--- src/rtl/lcd_fb_pkg.sv ---
// Shared frame-buffer geometry, widths and scheduler state encoding
// for the LCD frame-buffer scheduler slice.
package lcd_fb_pkg;

    localparam int X_PX   = 800;
    localparam int Y_PX   = 480;
    localparam int DEPTH  = X_PX * Y_PX;
    localparam int ADDR_W = 19;
    localparam int DATA_W = 24;

    localparam logic [DATA_W-1:0] CLEAR_RGB = 24'h000000;

    typedef enum logic [1:0] {
        IDLE,
        CLEAR,
        RUN
    } state_e;

endpackage

--- src/rtl/fb_addr_counter.sv ---
// Frame-buffer address counter: wraps DEPTH-1 -> 0; a clear and an
// increment in the same cycle yield 1, so the cleared slot is consumed.
module fb_addr_counter #(
    parameter int ADDR_W = lcd_fb_pkg::ADDR_W,
    parameter int DEPTH  = lcd_fb_pkg::DEPTH
) (
    input  logic              clk_i,
    input  logic              rst_ni,
    input  logic              clr_i,
    input  logic              inc_i,
    output logic [ADDR_W-1:0] cnt_o
);

    localparam logic [ADDR_W-1:0] LAST = ADDR_W'(DEPTH - 1);

    logic [ADDR_W-1:0] cnt_q;
    logic [ADDR_W-1:0] cnt_d;
    logic [ADDR_W-1:0] base;

    always_comb begin
        base  = clr_i ? '0 : cnt_q;
        cnt_d = base;
        if (inc_i) begin
            cnt_d = (base == LAST) ? '0 : base + 1'b1;
        end
    end

    always_ff @(posedge clk_i or negedge rst_ni) begin
        if (!rst_ni) begin
            cnt_q <= '0;
        end else begin
            cnt_q <= cnt_d;
        end
    end

    assign cnt_o = cnt_q;

endmodule

--- src/rtl/lcd_fb_scheduler.sv ---
// Single-port frame-buffer owner: clears the RAM, starts the panel,
// then gives scan-out reads strict priority over compute writes.
module lcd_fb_scheduler
    import lcd_fb_pkg::*;
#(
    parameter int                X_PX      = lcd_fb_pkg::X_PX,
    parameter int                Y_PX      = lcd_fb_pkg::Y_PX,
    parameter int                DEPTH     = X_PX * Y_PX,
    parameter int                ADDR_W    = lcd_fb_pkg::ADDR_W,
    parameter int                DATA_W    = lcd_fb_pkg::DATA_W,
    parameter logic [DATA_W-1:0] CLEAR_RGB = lcd_fb_pkg::CLEAR_RGB
) (
    input  logic              i_CLK,
    input  logic              i_RSTn,
    input  logic              i_Enable,
    input  logic              i_FrameStart,
    input  logic              i_DispReq,
    output logic [DATA_W-1:0] o_DispRGB,
    output logic              o_DispValid,
    input  logic              i_WrValid,
    input  logic [ADDR_W-1:0] i_WrAddr,
    input  logic [DATA_W-1:0] i_WrData,
    output logic              o_WrReady,
    output logic              o_WrDropped,
    output logic [ADDR_W-1:0] o_MemAddr,
    output logic              o_MemWE,
    output logic [DATA_W-1:0] o_MemWData,
    input  logic [DATA_W-1:0] i_MemRData,
    output logic              o_LcdBegin,
    output logic              o_Busy
);

    localparam logic [ADDR_W-1:0] LAST    = ADDR_W'(DEPTH - 1);
    localparam logic [ADDR_W:0]   DEPTH_W = (ADDR_W + 1)'(DEPTH);

    state_e            state_q, state_d;
    logic [ADDR_W-1:0] clr_ptr, rd_ptr, rd_addr;
    logic              rd_fire, wr_fire, wr_oob;
    logic              rd_pend_q, disp_valid_q, wr_drop_q, lcd_begin_q;
    logic [DATA_W-1:0] disp_rgb_q;

    assign rd_fire = (state_q == RUN) && i_DispReq;
    assign wr_fire = (state_q == RUN) && !i_DispReq && i_WrValid;
    assign wr_oob  = {1'b0, i_WrAddr} >= DEPTH_W;
    assign rd_addr = i_FrameStart ? '0 : rd_ptr;

    fb_addr_counter #(.ADDR_W(ADDR_W), .DEPTH(DEPTH)) u_clr_ptr (
        .clk_i (i_CLK),
        .rst_ni(i_RSTn),
        .clr_i (state_q != CLEAR),
        .inc_i (state_q == CLEAR),
        .cnt_o (clr_ptr)
    );

    fb_addr_counter #(.ADDR_W(ADDR_W), .DEPTH(DEPTH)) u_rd_ptr (
        .clk_i (i_CLK),
        .rst_ni(i_RSTn),
        .clr_i (i_FrameStart),
        .inc_i (rd_fire),
        .cnt_o (rd_ptr)
    );

    always_comb begin
        state_d = state_q;
        if (!i_Enable) begin
            state_d = IDLE;
        end else begin
            unique case (state_q)
                IDLE:    state_d = CLEAR;
                CLEAR:   if (clr_ptr == LAST) state_d = RUN;
                RUN:     state_d = RUN;
                default: state_d = IDLE;
            endcase
        end
    end

    always_comb begin
        o_MemAddr  = '0;
        o_MemWE    = 1'b0;
        o_MemWData = '0;
        o_WrReady  = 1'b0;
        unique case (state_q)
            CLEAR: begin
                o_MemAddr  = clr_ptr;
                o_MemWE    = 1'b1;
                o_MemWData = CLEAR_RGB;
            end
            RUN: begin
                if (i_DispReq) begin
                    o_MemAddr = rd_addr;
                end else begin
                    o_WrReady = 1'b1;
                    if (i_WrValid) begin
                        o_MemAddr  = i_WrAddr;
                        o_MemWData = i_WrData;
                        o_MemWE    = !wr_oob;
                    end
                end
            end
            default: ;
        endcase
    end

    // RAM data lands one cycle after the read, then is registered here.
    always_ff @(posedge i_CLK or negedge i_RSTn) begin
        if (!i_RSTn) begin
            state_q      <= IDLE;
            lcd_begin_q  <= 1'b0;
            rd_pend_q    <= 1'b0;
            disp_valid_q <= 1'b0;
            disp_rgb_q   <= '0;
            wr_drop_q    <= 1'b0;
        end else begin
            state_q      <= state_d;
            lcd_begin_q  <= (state_d == RUN);
            rd_pend_q    <= rd_fire;
            disp_valid_q <= rd_pend_q;
            wr_drop_q    <= wr_fire && wr_oob;
            if (rd_pend_q) begin
                disp_rgb_q <= i_MemRData;
            end
        end
    end

    assign o_DispRGB   = disp_rgb_q;
    assign o_DispValid = disp_valid_q;
    assign o_WrDropped = wr_drop_q;
    assign o_LcdBegin  = lcd_begin_q;
    assign o_Busy      = (state_q == CLEAR);

endmodule

--- config.mk ---
export PLATFORM = sky130hd
export DESIGN_NAME = lcd_fb_scheduler
export DESIGN_NICKNAME = d
export VERILOG_FILES = /design/src/rtl/lcd_fb_pkg.sv /design/src/rtl/fb_addr_counter.sv /design/src/rtl/lcd_fb_scheduler.sv
export SDC_FILE = /design/constraint.sdc
export NUM_CORES = 1
export LEC_CHECK = 0
export BUFFER_PORTS_ARGS = -buffer_cell sky130_fd_sc_hd__buf_2
export CAP_MARGIN = 20
export CORE_AREA = 2 2 68 135
export DETAILED_ROUTE_END_ITERATION = 8
export DIE_AREA = 0 0 70 137
export GPL_TIMING_DRIVEN = 0
export MAX_ROUTING_LAYER = met4
export PLACE_DENSITY = 0.75
export SLEW_MARGIN = 40
export SYNTH_ARGS = -nofsm -noshare
export SYNTH_HDL_FRONTEND = slang
export SYNTH_SLANG_ARGS = --single-unit
--- constraint.sdc ---
create_clock -name i_CLK -period 3.2 [get_ports i_CLK]
set_clock_uncertainty 0.2 [all_clocks]
set_input_delay 0.48 -clock i_CLK [delete_from_list [all_inputs] [get_ports i_CLK]]
set_output_delay 0.48 -clock i_CLK [all_outputs]
set_load 0.03 [all_outputs]
==> impl_metrics.json <==
{
  "first_global_vias": 3888,
  "layout_common_cells": "147 x buf_2, 68 x dfrtp_1, 43 x nor2_1, 32 x and3_1, 25 x mux2_2",
  "cts_setup_buffers": 0,
  "clk_pin_slew_worst_paths_ns": 0.05,
  "start_kind": "register",
  "viasPerCell": 5.89,
  "internal_power_mw": 1.73,
  "numCtsBuffers": 9,
  "switchingPower_mw": 0.484,
  "synthTopCellsByArea": "dfrtp_1 45%, mux2_2 7.4%, and3_1 5.3%",
  "outcome": "completed",
  "drt-total-wl_mm": 11.4,
  "clockBufferDepth": 2,
  "hold_path_startpoint": "i_MemRData[15]",
  "start_util": 0.445,
  "fmax_mhz": 319,
  "antennaDiodeCount": 0,
  "setup_violations": 0,
  "swShare": 0.219,
  "total_power_mw": 2.21,
  "synth_cell_types": 48,
  "syn_nets": 463,
  "slew_viol_final": 0,
  "yosysWarningCount": 0,
  "nNetsFinal": 621,
  "dp.final_hpwl_mm": 8.85,
  "fin_crit_ns": 3.14,
  "cp_data_required_time_ns": 2.52,
  "met3_length_um": 750,
  "grt_max_degree": 60,
  "drt_pass1_iterations": 5,
  "yosysSeqAreaShare": 0.449,
  "vias": 3804,
  "place_inst": 630,
  "worstPathMaxFanout": 10,
  "netlist_area_um2": 3790,
  "max_cap_violations": 0,
  "p_seq_frac": 0.401,
  "fin_cells": 646,
  "gr-total-overflow": 0,
  "die_h_um": 137,
  "grt_use_total": 0.248,
  "p_clk_frac": 0.511,
  "die_w_um": 70,
  "clock-sinks": 68,
  "grt_setup_unrepaired": "yes",
  "wl_met2_mm": 6.28,
  "ios": 146,
  "drive_gt1_frac": 0.368,
  "fin_setup_tns_ns": 0,
  "yosys.area.top_type": "dfrtp_1",
  "final-hold-violation-count": 0,
  "dieArea_um2": 9590,
  "hold_class": "input pin to register",
  "maxUsedRoutingLayer": "met4",
  "critPathArrivalTime_ns": 2.46,
  "syn_inst": 384,
  "ys_ff_latch": 68,
  "wl_met1_mm": 3.78,
  "fin_crit_sh": 0.980,
  "irDropWorstVdd_mv": 0.254,
  "wire_per_inst_um": 17.7,
  "root_buffer": "clkbuf_16",
  "cts_tree": "built",
  "r2r_start": "state_q[1]",
  "portBuffers": 145,
  "worstMarginPinSlew_ns": 0.706,
  "syn_to_final_growth_pct": 33.4,
  "drcViolationCount": 0,
  "final_common_cell": "buf_2",
  "slew_headroom": 0.522,
  "synth_ff_type": "dfrtp_1",
  "endpoint_kind": "primary output",
  "grt_first_pass_wirelength_mm": 17.9,
  "startpoint": "state_q[0]",
  "clock_latency_ns": 0.33,
  "place_area_um2": 4680,
  "pwr-share-comb": 0.088,
  "antenna_found_initial": 0,
  "fill_cells": 727,
  "synth.top_cell.area_share": 0.449,
  "first_iter_violations": 305,
  "whs_ns": 0.179,
  "leakagePower_nw": 2.58,
  "synth-edff-count": 0,
  "gp_congestion": 0.941,
  "drtAntennaViolNets": 0,
  "rows": 48,
  "htreeDepth": 3,
  "finish.instance_area_um2": 5060,
  "coreArea_um2": 8530,
  "crit_type": "register to primary output",
  "synthArstFlopShare": 1.00,
  "syn_area_per_cell_um2": 9.88,
  "power_density_nw_per_um2": 437
}
-- power groups by stage --
stage               Clock, mW  Combinational, mW  Sequential, mW
floorplan                   0             0.0517           0.933
global placement            0              0.181           0.901
detailed placement          0              0.190           0.902
CTS                      1.15              0.195           0.887
global route             1.19              0.209           0.889
finish                   1.13              0.194           0.887
-- layout make-up --
cell class	instances	area [um^2]	share of cell area
inverters	11	41.3	0.00816
multi-input cells	280	1970	0.388
well taps	100	125	0.0247
clock inverters	5	100	0.0198
clock buffers	10	239	0.0472
flip-flops and latches	68	1700	0.336
repair buffers	147	769	0.152
plain buffers	25	118	0.0232
-- cell usage after synthesis, drive strengths merged (7+ instances only) --
library cell  number
nand2             16
or4                7
nor2              44
nor2b              9
xor2               9
nand4             11
xnor2             11
o21ai              7
mux2              25
dfrtp             68
inv               10
nand3             18
clkbuf            22
a222oi            16
a21oi             11
and3              32
-- what timing repair did --
| item | 4_1_cts | 5_1_grt |
|---|---|---|
| hold buffers | 1 | 0 |
| endpoints found under the setup margin | 35 | 32 |
| resized for setup | 11 | 7 |
| hold endpoints to repair | 9 | 0 |
| pin swaps | 0 | 0 |
-- kinds of logic after synthesis --
| family | Yosys count | share of synthesized area |
|---|---|---|
| buffers and inverters | 36 | 0.0383 |
| adder cells (fa/ha/maj) | 6 | 0.0198 |
| flip-flops | 68 | 0.449 |
| multiplexers | 26 | 0.0769 |
| XOR/XNOR | 20 | 0.0462 |
| AND/OR/NAND/NOR | 171 | 0.253 |
| AO/OA/AOI/OAI | 57 | 0.117 |
-- worst max-delay path: stages (launching register included) --
cell	delay, ns
dfrtp_1	0.42
inv_1	0.12
ha_1	0.25
nor2b_4	0.25
and2_1	0.26
buf_2	0.30
a222oi_1	0.13
nor2_1	0.16
buf_2	0.23
-- path summary, 6_finish.rpt --
| check | cells after the start | end | slack [ns] |
|---|---|---|---|
| worst max-delay path | 8 | o_MemAddr[17] | 0.06 |
| worst min-delay path | 2 | o_DispRGB[15] | 0.18 |
| worst min register to register | 0 | o_DispValid | 0.18 |
| max in group asynchronous | 3 | u_clr_ptr.cnt_o[10] | 1.99 |
| worst max register to register | 11 | u_clr_ptr.cnt_o[2] | 0.13 |
| min in group asynchronous | 2 | o_DispRGB[17] | 0.32 |
-- flip-flops by register name, summed over array words and instances (netlist names) --
register and count:
state_q 2, u_rd_ptr.cnt_o 19, o_LcdBegin 1, o_DispValid 1, o_DispRGB 24, u_clr_ptr.cnt_o 19
rd_pend_q 1, o_WrDropped 1
-- per-layer routing --
layer / GRT usage / vias to the layer above
met3: 0.0449 / 47
met2: 0.461 / 211
li1: - / 1752
met1: 0.227 / 1794
met5: - / -
met4: 0.161 / 0
-- metrics by stage --
stage / setup slack (ns) / util
floorplan: 0.0217 / -
CTS: 0.00480 / 0.592
global placement: -0.515 / 0.544
detailed placement: -0.548 / 0.548
global route: -0.0313 / 0.593
finish: 0.0649 / 0.593
(Power assumes the default switching activity.)
